<file path="config.mk">
export PLATFORM = sky130hd
export DESIGN_NAME = cmd_encod_linear_rd_flat
export DESIGN_NICKNAME = d
export VERILOG_FILES = /design/src/rtl/cmd_encod_linear_rd_pkg.sv /design/src/rtl/cmd_encod_linear_rd_if.sv /design/src/rtl/cmd_encod_linear_rd.sv /design/src/flat_wrapper.sv
export SDC_FILE = /design/constraint.sdc
export NUM_CORES = 1
export LEC_CHECK = 0
export CORE_ASPECT_RATIO = 0.6
export CORE_UTILIZATION = 45
export DETAILED_ROUTE_END_ITERATION = 16
export PLACE_DENSITY = 0.72
export SLEW_MARGIN = 0
export SYNTH_ARGS = -nofsm -noshare
export SYNTH_HDL_FRONTEND = slang
export SYNTH_SLANG_ARGS = --single-unit
</file>
<file path="constraint.sdc">
create_clock -name clk -period 2.1 [get_ports clk]
set_input_delay 0.42 -clock clk [delete_from_list [all_inputs] [get_ports clk]]
set_output_delay 0.42 -clock clk [all_outputs]
set_load 0.01 [all_outputs]
</file>
<file path="src/rtl/cmd_encod_linear_rd_pkg.sv">
// Shared types, constants and sequencer word encoders for the linear DDR3 read encoder.
package cmd_encod_linear_rd_pkg;

  localparam int CMD_PAUSE_BITS = 10;
  localparam int CMD_DONE_BIT   = 10;

  // RAS/CAS/WE codes, positive logic
  typedef enum logic [2:0] {
    CMD_NOP       = 3'd0,
    CMD_READ      = 3'd2,
    CMD_ACTIVATE  = 3'd4,
    CMD_PRECHARGE = 3'd5
  } rcw_e;

  typedef enum logic [2:0] {
    ADDR_ACT, ADDR_TRCD, ADDR_READ, ADDR_RTP, ADDR_PRE, ADDR_TRP, ADDR_DONE, ADDR_IDLE
  } rom_addr_e;

  typedef struct packed {
    logic                      pre_done;
    logic [CMD_PAUSE_BITS-1:0] pause;
    logic                      sel;
    logic                      nop;
    logic                      buf_wr;
    logic                      buf_rst;
    rcw_e                      cmd;
  } rom_word_t;

  function automatic logic [31:0] func_encode_cmd(
    input logic [14:0] addr, input logic [2:0] bank, input logic [2:0] rcw,
    input logic odt_en, input logic cke, input logic sel, input logic dq_en,
    input logic dqs_en, input logic dqs_toggle, input logic dci, input logic buf_wr,
    input logic buf_rd, input logic nop, input logic buf_rst);
    return {addr, bank, rcw, odt_en, cke, sel, dq_en, dqs_en, dqs_toggle, dci,
            buf_wr, buf_rd, nop, buf_rst};
  endfunction

  // NOP word: the address field carries the pause length and the done flag
  function automatic logic [31:0] func_encode_skip(
    input logic [CMD_PAUSE_BITS-1:0] skip, input logic done, input logic [2:0] bank,
    input logic odt_en, input logic cke, input logic dq_en, input logic dqs_en,
    input logic dqs_toggle, input logic dci, input logic buf_wr, input logic buf_rd,
    input logic buf_rst);
    logic [14:0] f;
    f = '0;
    f[CMD_PAUSE_BITS-1:0] = skip;
    f[CMD_DONE_BIT]       = done;
    return {f, bank, 3'b000, odt_en, cke, 1'b0, dq_en, dqs_en, dqs_toggle, dci,
            buf_wr, buf_rd, 1'b0, buf_rst};
  endfunction

endpackage

</file>
<file path="src/rtl/cmd_encod_linear_rd_if.sv">
// Request / encoded-command bundle between a requester and the linear read encoder.
interface cmd_encod_linear_rd_if #(
  parameter int ADDRESS_NUMBER = 15,
  parameter int COLADDR_NUMBER = 10,
  parameter int NUM_XFER_BITS  = 6
);
  logic [2:0]                bank_in;
  logic [ADDRESS_NUMBER-1:0] row_in;
  logic [COLADDR_NUMBER-4:0] start_col;
  logic [NUM_XFER_BITS-1:0]  num128_in;
  logic                      skip_next_page_in;
  logic                      start;
  logic [31:0]               enc_cmd;
  logic                      enc_wr;
  logic                      enc_done;

  modport master (
    output bank_in, row_in, start_col, num128_in, skip_next_page_in, start,
    input  enc_cmd, enc_wr, enc_done
  );

  modport slave (
    input  bank_in, row_in, start_col, num128_in, skip_next_page_in, start,
    output enc_cmd, enc_wr, enc_done
  );
endinterface

</file>
<file path="src/rtl/cmd_encod_linear_rd.sv">
// DDR3 linear read sequence encoder: ACTIVATE, up to 64 back-to-back READs, PRECHARGE.
module cmd_encod_linear_rd
  import cmd_encod_linear_rd_pkg::*;
#(
  parameter int   ADDRESS_NUMBER = 15,
  parameter int   COLADDR_NUMBER = 10,
  parameter int   NUM_XFER_BITS  = 6,
  parameter logic RSEL           = 1'b1
) (
  input logic                  clk,
  input logic                  rst,
  cmd_encod_linear_rd_if.slave bus
);

  localparam int COL_W = COLADDR_NUMBER - 3;
  localparam int REM_W = NUM_XFER_BITS + 1;

  logic                      r_gen_run;
  rom_addr_e                 r_gen_addr;
  rom_word_t                 r_rom, w_rom;
  logic [REM_W-1:0]          r_remaining;
  logic [2:0]                r_bank;
  logic [ADDRESS_NUMBER-1:0] r_row;
  logic [COL_W-1:0]          r_col;
  logic                      r_skip;
  logic [31:0]               r_enc_cmd, w_enc_cmd;
  logic                      r_enc_wr, r_enc_done;
  logic                      w_start_new, w_pre_done, w_hold;
  logic [14:0]               w_addr;

  assign w_start_new = bus.start & ~r_gen_run;
  assign w_pre_done  = r_rom.pre_done & r_gen_run;
  assign w_hold      = (r_gen_addr == ADDR_READ) && (r_remaining > REM_W'(1));

  always_comb begin
    w_rom = '0;
    case (r_gen_addr)
      ADDR_ACT:  w_rom.cmd = CMD_ACTIVATE;
      ADDR_TRCD: w_rom.pause = CMD_PAUSE_BITS'(2);
      ADDR_READ: begin
        w_rom.cmd    = CMD_READ;
        w_rom.sel    = RSEL;
        w_rom.nop    = 1'b1;
        w_rom.buf_wr = 1'b1;
      end
      ADDR_RTP:  w_rom.pause = CMD_PAUSE_BITS'(2);
      ADDR_PRE: begin
        w_rom.cmd     = CMD_PRECHARGE;
        w_rom.buf_rst = 1'b1;
      end
      ADDR_TRP:  w_rom.pause = CMD_PAUSE_BITS'(2);
      ADDR_DONE: w_rom.pre_done = 1'b1;
      default:   ;
    endcase
  end

  always_ff @(posedge clk or posedge rst) begin
    if (rst) begin
      r_gen_run   <= 1'b0;
      r_gen_addr  <= ADDR_ACT;
      r_rom       <= '0;
      r_remaining <= '0;
      r_bank      <= '0;
      r_row       <= '0;
      r_col       <= '0;
      r_skip      <= 1'b0;
    end else begin
      if (w_start_new)     r_gen_run <= 1'b1;
      else if (w_pre_done) r_gen_run <= 1'b0;

      if (!(bus.start || r_gen_run)) r_gen_addr <= ADDR_ACT;
      else if (!w_hold)              r_gen_addr <= rom_addr_e'(r_gen_addr + 3'd1);

      r_rom <= w_rom;

      // 0 requested bursts means a full page: MSB of remaining set
      if (w_start_new) begin
        r_bank      <= bus.bank_in;
        r_row       <= bus.row_in;
        r_col       <= bus.start_col;
        r_skip      <= bus.skip_next_page_in;
        r_remaining <= {bus.num128_in == '0, bus.num128_in};
      end else begin
        if (r_gen_run && w_hold)                 r_remaining <= r_remaining - REM_W'(1);
        if (r_gen_run && r_rom.cmd == CMD_READ)  r_col       <= r_col + COL_W'(1);
      end
    end
  end

  always_comb begin
    w_addr = '0;
    if (r_rom.cmd == CMD_READ) w_addr[COLADDR_NUMBER-1:3] = r_col;
    else                       w_addr[ADDRESS_NUMBER-1:0] = r_row;
    if (r_rom.cmd == CMD_NOP)
      w_enc_cmd = func_encode_skip(r_rom.pause, r_rom.pre_done, r_bank, 1'b0, 1'b0, 1'b0,
                                   1'b0, 1'b0, 1'b1, r_rom.buf_wr, 1'b0,
                                   r_rom.buf_rst & ~r_skip);
    else
      w_enc_cmd = func_encode_cmd(w_addr, r_bank, r_rom.cmd, 1'b0, 1'b0, r_rom.sel, 1'b0,
                                  1'b0, 1'b0, 1'b1, r_rom.buf_wr, 1'b0, r_rom.nop,
                                  r_rom.buf_rst & ~r_skip);
  end

  always_ff @(posedge clk or posedge rst) begin
    if (rst) begin
      r_enc_cmd  <= '0;
      r_enc_wr   <= 1'b0;
      r_enc_done <= 1'b0;
    end else begin
      r_enc_wr   <= r_gen_run;
      r_enc_done <= r_enc_wr & ~r_gen_run;
      if (r_gen_run) r_enc_cmd <= w_enc_cmd;
    end
  end

  assign bus.enc_cmd  = r_enc_cmd;
  assign bus.enc_wr   = r_enc_wr;
  assign bus.enc_done = r_enc_done;

endmodule
</file>
<file path="src/flat_wrapper.sv">
// flat-port wrapper written by rule: the top's interface ports become plain ports
module cmd_encod_linear_rd_flat import cmd_encod_linear_rd_pkg::*;
#(
  parameter int   ADDRESS_NUMBER = 15,
  parameter int   COLADDR_NUMBER = 10,
  parameter int   NUM_XFER_BITS  = 6,
  parameter logic RSEL           = 1'b1
)
  (clk, rst, bus_bank_in, bus_row_in, bus_start_col, bus_num128_in, bus_skip_next_page_in, bus_start, bus_enc_cmd, bus_enc_wr, bus_enc_done);
  cmd_encod_linear_rd_if #(.ADDRESS_NUMBER(ADDRESS_NUMBER), .COLADDR_NUMBER(COLADDR_NUMBER), .NUM_XFER_BITS(NUM_XFER_BITS)) bus_i ();
  input logic clk;
  input logic rst;
  input wire logic [$bits(bus_i.bank_in)-1:0] bus_bank_in;
  input wire logic [$bits(bus_i.row_in)-1:0] bus_row_in;
  input wire logic [$bits(bus_i.start_col)-1:0] bus_start_col;
  input wire logic [$bits(bus_i.num128_in)-1:0] bus_num128_in;
  input wire logic [$bits(bus_i.skip_next_page_in)-1:0] bus_skip_next_page_in;
  input wire logic [$bits(bus_i.start)-1:0] bus_start;
  output wire logic [$bits(bus_i.enc_cmd)-1:0] bus_enc_cmd;
  output wire logic [$bits(bus_i.enc_wr)-1:0] bus_enc_wr;
  output wire logic [$bits(bus_i.enc_done)-1:0] bus_enc_done;
  assign bus_i.bank_in = bus_bank_in;
  assign bus_i.row_in = bus_row_in;
  assign bus_i.start_col = bus_start_col;
  assign bus_i.num128_in = bus_num128_in;
  assign bus_i.skip_next_page_in = bus_skip_next_page_in;
  assign bus_i.start = bus_start;
  assign bus_enc_cmd = bus_i.enc_cmd;
  assign bus_enc_wr = bus_i.enc_wr;
  assign bus_enc_done = bus_i.enc_done;
  cmd_encod_linear_rd #(.ADDRESS_NUMBER(ADDRESS_NUMBER), .COLADDR_NUMBER(COLADDR_NUMBER), .NUM_XFER_BITS(NUM_XFER_BITS), .RSEL(RSEL)) u_core (.clk(clk), .rst(rst), .bus(bus_i));
endmodule
</file>
==> results.yml, run 1 <==
route:
  first_pass_iters: 4
  drc_errors: 0
  viasPerCell: 5.11
  num_vias: 2415
  wl_per_cell_um: 15.1
  drt_iter0_drc: 157
  wl_mm: 7.14
  postRouteAntennaNets: 0
power:
  power.density_nw_per_um2: 1450
  p_leak_uw: 0.00188
  peakVddDrop_uv: 606
finish:
  antennaDiodeCount: 0
  final_layout_size_suffix_gt1_frac: 0.0959
  areaGrowthSynthToFinish_pct: 30.9
  fin_nets: 425
die:
  die_x_um: 110
  io_pins: 69
  die_h_um: 66.8
  row_count: 23
  core_area_sq_um: 6710
  dieArea_sq_um: 7340
  start_util: 0.469
worst_hold_path:
  hp-class: "reg2reg"
  min_from: "u_core.r_skip"
  hold_path_end: "u_core.bus.enc_cmd[0]"
  hold_depth: 1
synth:
  synth_area_leaders: "dfrtp_1 56%, nand2_1 9.5%, ha_1 3.2%"
  synth_area_per_cell_sq_um: 9.93
  yosys_warnings: 0
  synth-edff-count: 0
  synth_seq_cells: 70
  syn_area_sq_um: 3150
  synth_commonest_cells: "80 x nand2_1, 70 x dfrtp_1, 19 x nor2_1, 15 x a21oi_1, 11 x inv_1"
  synthFlopType: "dfrtp_1"
  synthMostInstantiatedCell: "nand2_1"
  yosysTopAreaCell: "dfrtp_1"
  seq_area_frac_synth: 0.557
  ys_types: 47
  synth_cells: 317
  postSynth.asyncResetShare: 1.00
  netlist.area_leader.share: 0.557
worst_setup_path:
  crit_arrival_ns: 2.07
  slowest_delay_ns: 0.40
  reg2reg_from: "u_core.r_gen_addr[0]"
  start_kind: "register"
  cp-end-kind: "register"
  r2r_cells: 6
  critPathRequiredTime_ns: 2.30
  path_delay_family: "flip-flops"
  crit_chain: "inv_1, ha_1, or2b_2, a31oi_1, mux2i_1, nor2_1"
  r2r_end: "u_core.r_gen_addr[1]"
  startpoint: "u_core.r_gen_addr[0]"
  slowest_stage: "dfrtp_1"
  regToRegSetupSlack_ns: 0.23
  critPathKind: "reg2reg"
  crit_fanout: 4
  crit_buf_inv: 1
timing:
  setup_viol: 0
  final.setup.worst_slack_ns: 0.231
  finalHoldViolCount: 0
  hold_ws_ns: 0.447
  post-route-min-period_ns: 1.87
  fin_skew_ns: 0.00447
  fin_crit_sh: 0.890
  rsz0062_at_grt: "no"
  max_freq_ghz: 0.535
  tns_ns: 0
  maxSlewViolCount: 0
placement:
  place.gp.congestion: 0.884
  pre_cts_ws_ns: 0.269
  dp_hpwl_mm: 4.84
  io_buffers: 62
clock_network:
  cts-resized-gates: 0
  clk_path_buf_depth: 2
  cts_buffers: 9
  cts.sinks: 70
  cts_hold_buf: 0
  cts.clk_slew.worst_paths_ns: 0.05
  clkLatencyLatePin_ns: 0.32
  cts_tree: "yes"
  htreeDepth: 3
  cts_root_buffer: "clkbuf_16"
  cts_setup_buffers: 0
global_route:
  grt_use_total: 0.216
  grt_pass1_wl_mm: 11.4
  grt_pass1_vias: 2274
  grt_max_degree: 71
  antenna_found_initial: 0
  grt_overflow: 0
flow_run:
  cap_violations: 0
outcome:
  outcome: "finished, final reports clean"
per-stage QoR:
stage	area, sq um	std cells	utilization	power, uW
floorplan	3170	322	-	3730
global placement	3860	458	0.576	4590
detailed placement	3860	458	0.576	4680
CTS	4120	473	0.614	6030
global route	4120	473	0.614	6440
finish	4120	473	0.614	5990
sequential cells by signal (all words and copies together) (netlist names):
name,count
u_core.bus.enc_cmd,25
u_core.bus.enc_done,1
u_core.bus.enc_wr,1
u_core.r_bank,3
u_core.r_col,7
u_core.r_gen_addr,3
u_core.r_gen_run,1
u_core.r_remaining,7
u_core.r_rom,6
u_core.r_row,15
u_core.r_skip,1
how the worst max path moves through the flow:
stage,endpoint,cells after the start,slack (ns)
4_1_cts,u_core.r_gen_addr[1],6,0.25
5_1_grt,u_core.r_remaining[6],6,0.13
2_1_floorplan,u_core.r_gen_addr[1],6,0.42
3_3_place_gp,u_core.r_col[5],4,0.31
6_report,u_core.r_gen_addr[1],6,0.23
3_5_place_dp,u_core.r_gen_addr[1],6,0.27
power by group:
group | leakage (uW) | total (uW) | internal (uW) | switching [uW]
clock network | 0.000128 | 1310 | 782 | 528
registers | 0.000875 | 2400 | 1950 | 451
logic | 0.000874 | 2280 | 1100 | 1170
metal layers:
metal,global-route usage,up-vias,part of all wire
met3,0.0851,8,0.080
met1,0.299,1136,0.48
met5,0,-,0
li1,-,1194,-
met4,0.0800,0,0.015
met2,0.304,77,0.43
layout make-up:
class | count | area (sq um)
Clock buffer | 10 | 229
Clock inverter | 5 | 27.5
Fill cell | 583 | 2590
Inverter | 11 | 45.0
Multi-Input combinational cell | 219 | 1240
Sequential cell | 70 | 1750
Tap cell | 87 | 109
Timing Repair Buffer | 71 | 713
cell families after synthesis:
logic type      share of synthesized area
simple gates                        0.200
flops                               0.557
compound gates                      0.108
buf+inv                            0.0549
fa+ha+maj                          0.0318
mux                                0.0278
xor+xnor                           0.0195
other cells                       0.00119
cells in the final DEF (no fill, tap or decap), types with 2 or more instances in the layout:
cell,count
dfrtp_1,70
xnor2_1,3
nor3_1,5
nor3b_1,2
a2111oi_0,2
nor2b_1,2
buf_12,2
mux2_2,6
a211oi_1,4
clkbuf_16,9
nand4_1,2
o21ai_0,10
ha_1,8
a21oi_1,15
and2_1,2
mux2i_1,2
nand3_1,7
buf_4,7
clkdlybuf4s50_1,62
conb_1,6
nand2_1,80
or2_2,2
o2bb2ai_1,7
and3_1,4
a31oi_1,6
xor2_1,4
clkinv_2,4
o211ai_1,2
nor2_1,19
clkinvlp_4,2
inv_1,10
or4_1,2
Note: power is estimated with default switching activity, not from simulation.
==> run 2: changes to the inputs <==
GPL_ROUTABILITY_DRIVEN = 0   (was default)
==> results of run 2 <==
Final layout, timing and power as in run 1 (identical DEF).
==> run 3: changes to the inputs <==
SETUP_SLACK_MARGIN = 0.5   (was default)
==> results.yml, run 3 (same netlist as run 1, synthesis figures left out) <==
route:
  num_vias: 2518
  postRouteAntennaNets: 0
  drt_iter0_drc: 127
  viasPerCell: 5.16
  wl_per_cell_um: 15.0
  drc_errors: 0
  first_pass_iters: 5
  wl_mm: 7.33
worst_hold_path:
  hp-class: "reg2reg"
worst_setup_path:
  slowest_delay_ns: 0.58
  regToRegSetupSlack_ns: 0.52
  crit_fanout: 7
  critPathRequiredTime_ns: 2.31
  path_delay_family: "simple AND/OR/NAND/NOR gates"
  crit_arrival_ns: 1.79
  crit_buf_inv: 0
  critPathKind: "reg2reg"
  start_kind: "register"
  cp-end-kind: "register"
  crit_chain: "or4_4, nor4_4, xnor2_1, a21oi_1"
  slowest_stage: "or4_4"
die:
  start_util: 0.469
  dieArea_sq_um: 7340
  die_x_um: 110
  row_count: 23
  io_pins: 69
  die_h_um: 66.8
  core_area_sq_um: 6710
power:
  power.density_nw_per_um2: 1450
  p_leak_uw: 0.00204
  peakVddDrop_uv: 584
global_route:
  grt_pass1_wl_mm: 12.0
  grt_pass1_vias: 2433
  grt_use_total: 0.225
  grt_overflow: 0
  grt_max_degree: 71
  antenna_found_initial: 0
clock_network:
  cts_hold_buf: 0
  cts_tree: "yes"
  cts.clk_slew.worst_paths_ns: 0.06
  cts.sinks: 70
  clk_path_buf_depth: 2
  htreeDepth: 3
  cts_buffers: 9
  clkLatencyLatePin_ns: 0.33
  cts_root_buffer: "clkbuf_16"
timing:
  rsz0062_at_grt: "yes"
  maxSlewViolCount: 0
  fin_crit_sh: 0.753
  tns_ns: 0
  final.setup.worst_slack_ns: 0.518
  finalHoldViolCount: 0
  fin_skew_ns: 0.00564
  post-route-min-period_ns: 1.58
  setup_viol: 0
  max_freq_ghz: 0.632
finish:
  final_cell_mix: "80 x nand2_1, 66 x dfrtp_1, 34 x clkdlybuf4s50_1"
  areaGrowthSynthToFinish_pct: 36.5
  antennaDiodeCount: 0
  final_layout_size_suffix_gt1_frac: 0.165
  layout_commonest_cell: "nand2_1"
  fin_nets: 439
  largest_reg_flops: 25
  finish.utilization: 0.641
placement:
  dp_hpwl_mm: 4.84
  io_buffers: 62
  pre_cts_ws_ns: 0.257
flow_run:
  cap_violations: 0
outcome:
  outcome: "finished, final reports clean"
[run 3: cell count changes in the layout (fill, tap and decap cells not counted), moves of 4 or more]
cell,before,now
buf_4,7,21
clkdlybuf4s50_1,62,34
dfrtp_1,70,66
dfrtp_2,0,4
dlygate4sd2_1,0,28
[run 3: area by class of cell]
cell class / instances / area [sq um]
sequential: 70 / 1760
inverter: 11 / 45.0
multi-input combinational: 219 / 1340
fill: 564 / 2410
timing repair buffer: 85 / 774
tap: 87 / 109
clock inverter: 4 / 22.5
clock buffer: 12 / 246
[run 3: path summary, 6_finish.rpt]
path	startpoint	endpoint	cells after the start
hold reg to reg	u_core.bus.enc_cmd[4]	u_core.bus.enc_cmd[4]	1
min in group asynchronous	rst	u_core.bus.enc_cmd[26]	3
setup / recovery	u_core.r_remaining[0]	u_core.r_remaining[5]	4
setup reg to reg	u_core.r_remaining[0]	u_core.r_remaining[5]	4
hold / removal	u_core.bus.enc_cmd[4]	u_core.bus.enc_cmd[4]	1
max in group asynchronous	rst	u_core.r_remaining[0]	3
[run 3: routing by layer]
metal  track usage  vias to the layer above  share of wire
li1              -                     1223              -
met1         0.311                     1209           0.48
met2         0.337                       73           0.44
met3        0.0656                       13          0.062
met4        0.0800                        0          0.017
met5             0                        -              0
[run 3: power by group]
group / internal, uW / total [uW] / switching [uW]
clock: 824 / 1360 / 539
combinational: 1130 / 2410 / 1280
sequential: 1960 / 2460 / 498
[run 3: per-stage QoR]
step | hold slack, ns | total power (uW) | instances | cell area (sq um)
5_1_grt | 0.479 | 6680 | 488 | 4300
6_report | 0.465 | 6220 | 488 | 4300
3_3_place_gp | 0.434 | 4600 | 458 | 3860
3_5_place_dp | 0.450 | 4680 | 458 | 3860
4_1_cts | 0.470 | 6070 | 477 | 4180
2_1_floorplan | 0.362 | 3740 | 322 | 3180
[run 3: timing repair]
item                                    4_1_cts  5_1_grt
hold endpoints to repair                      0        0
buffers inserted                              3       11
resized for setup                            42       10
endpoints found under the setup margin       37       12
pin swaps                                     1        7
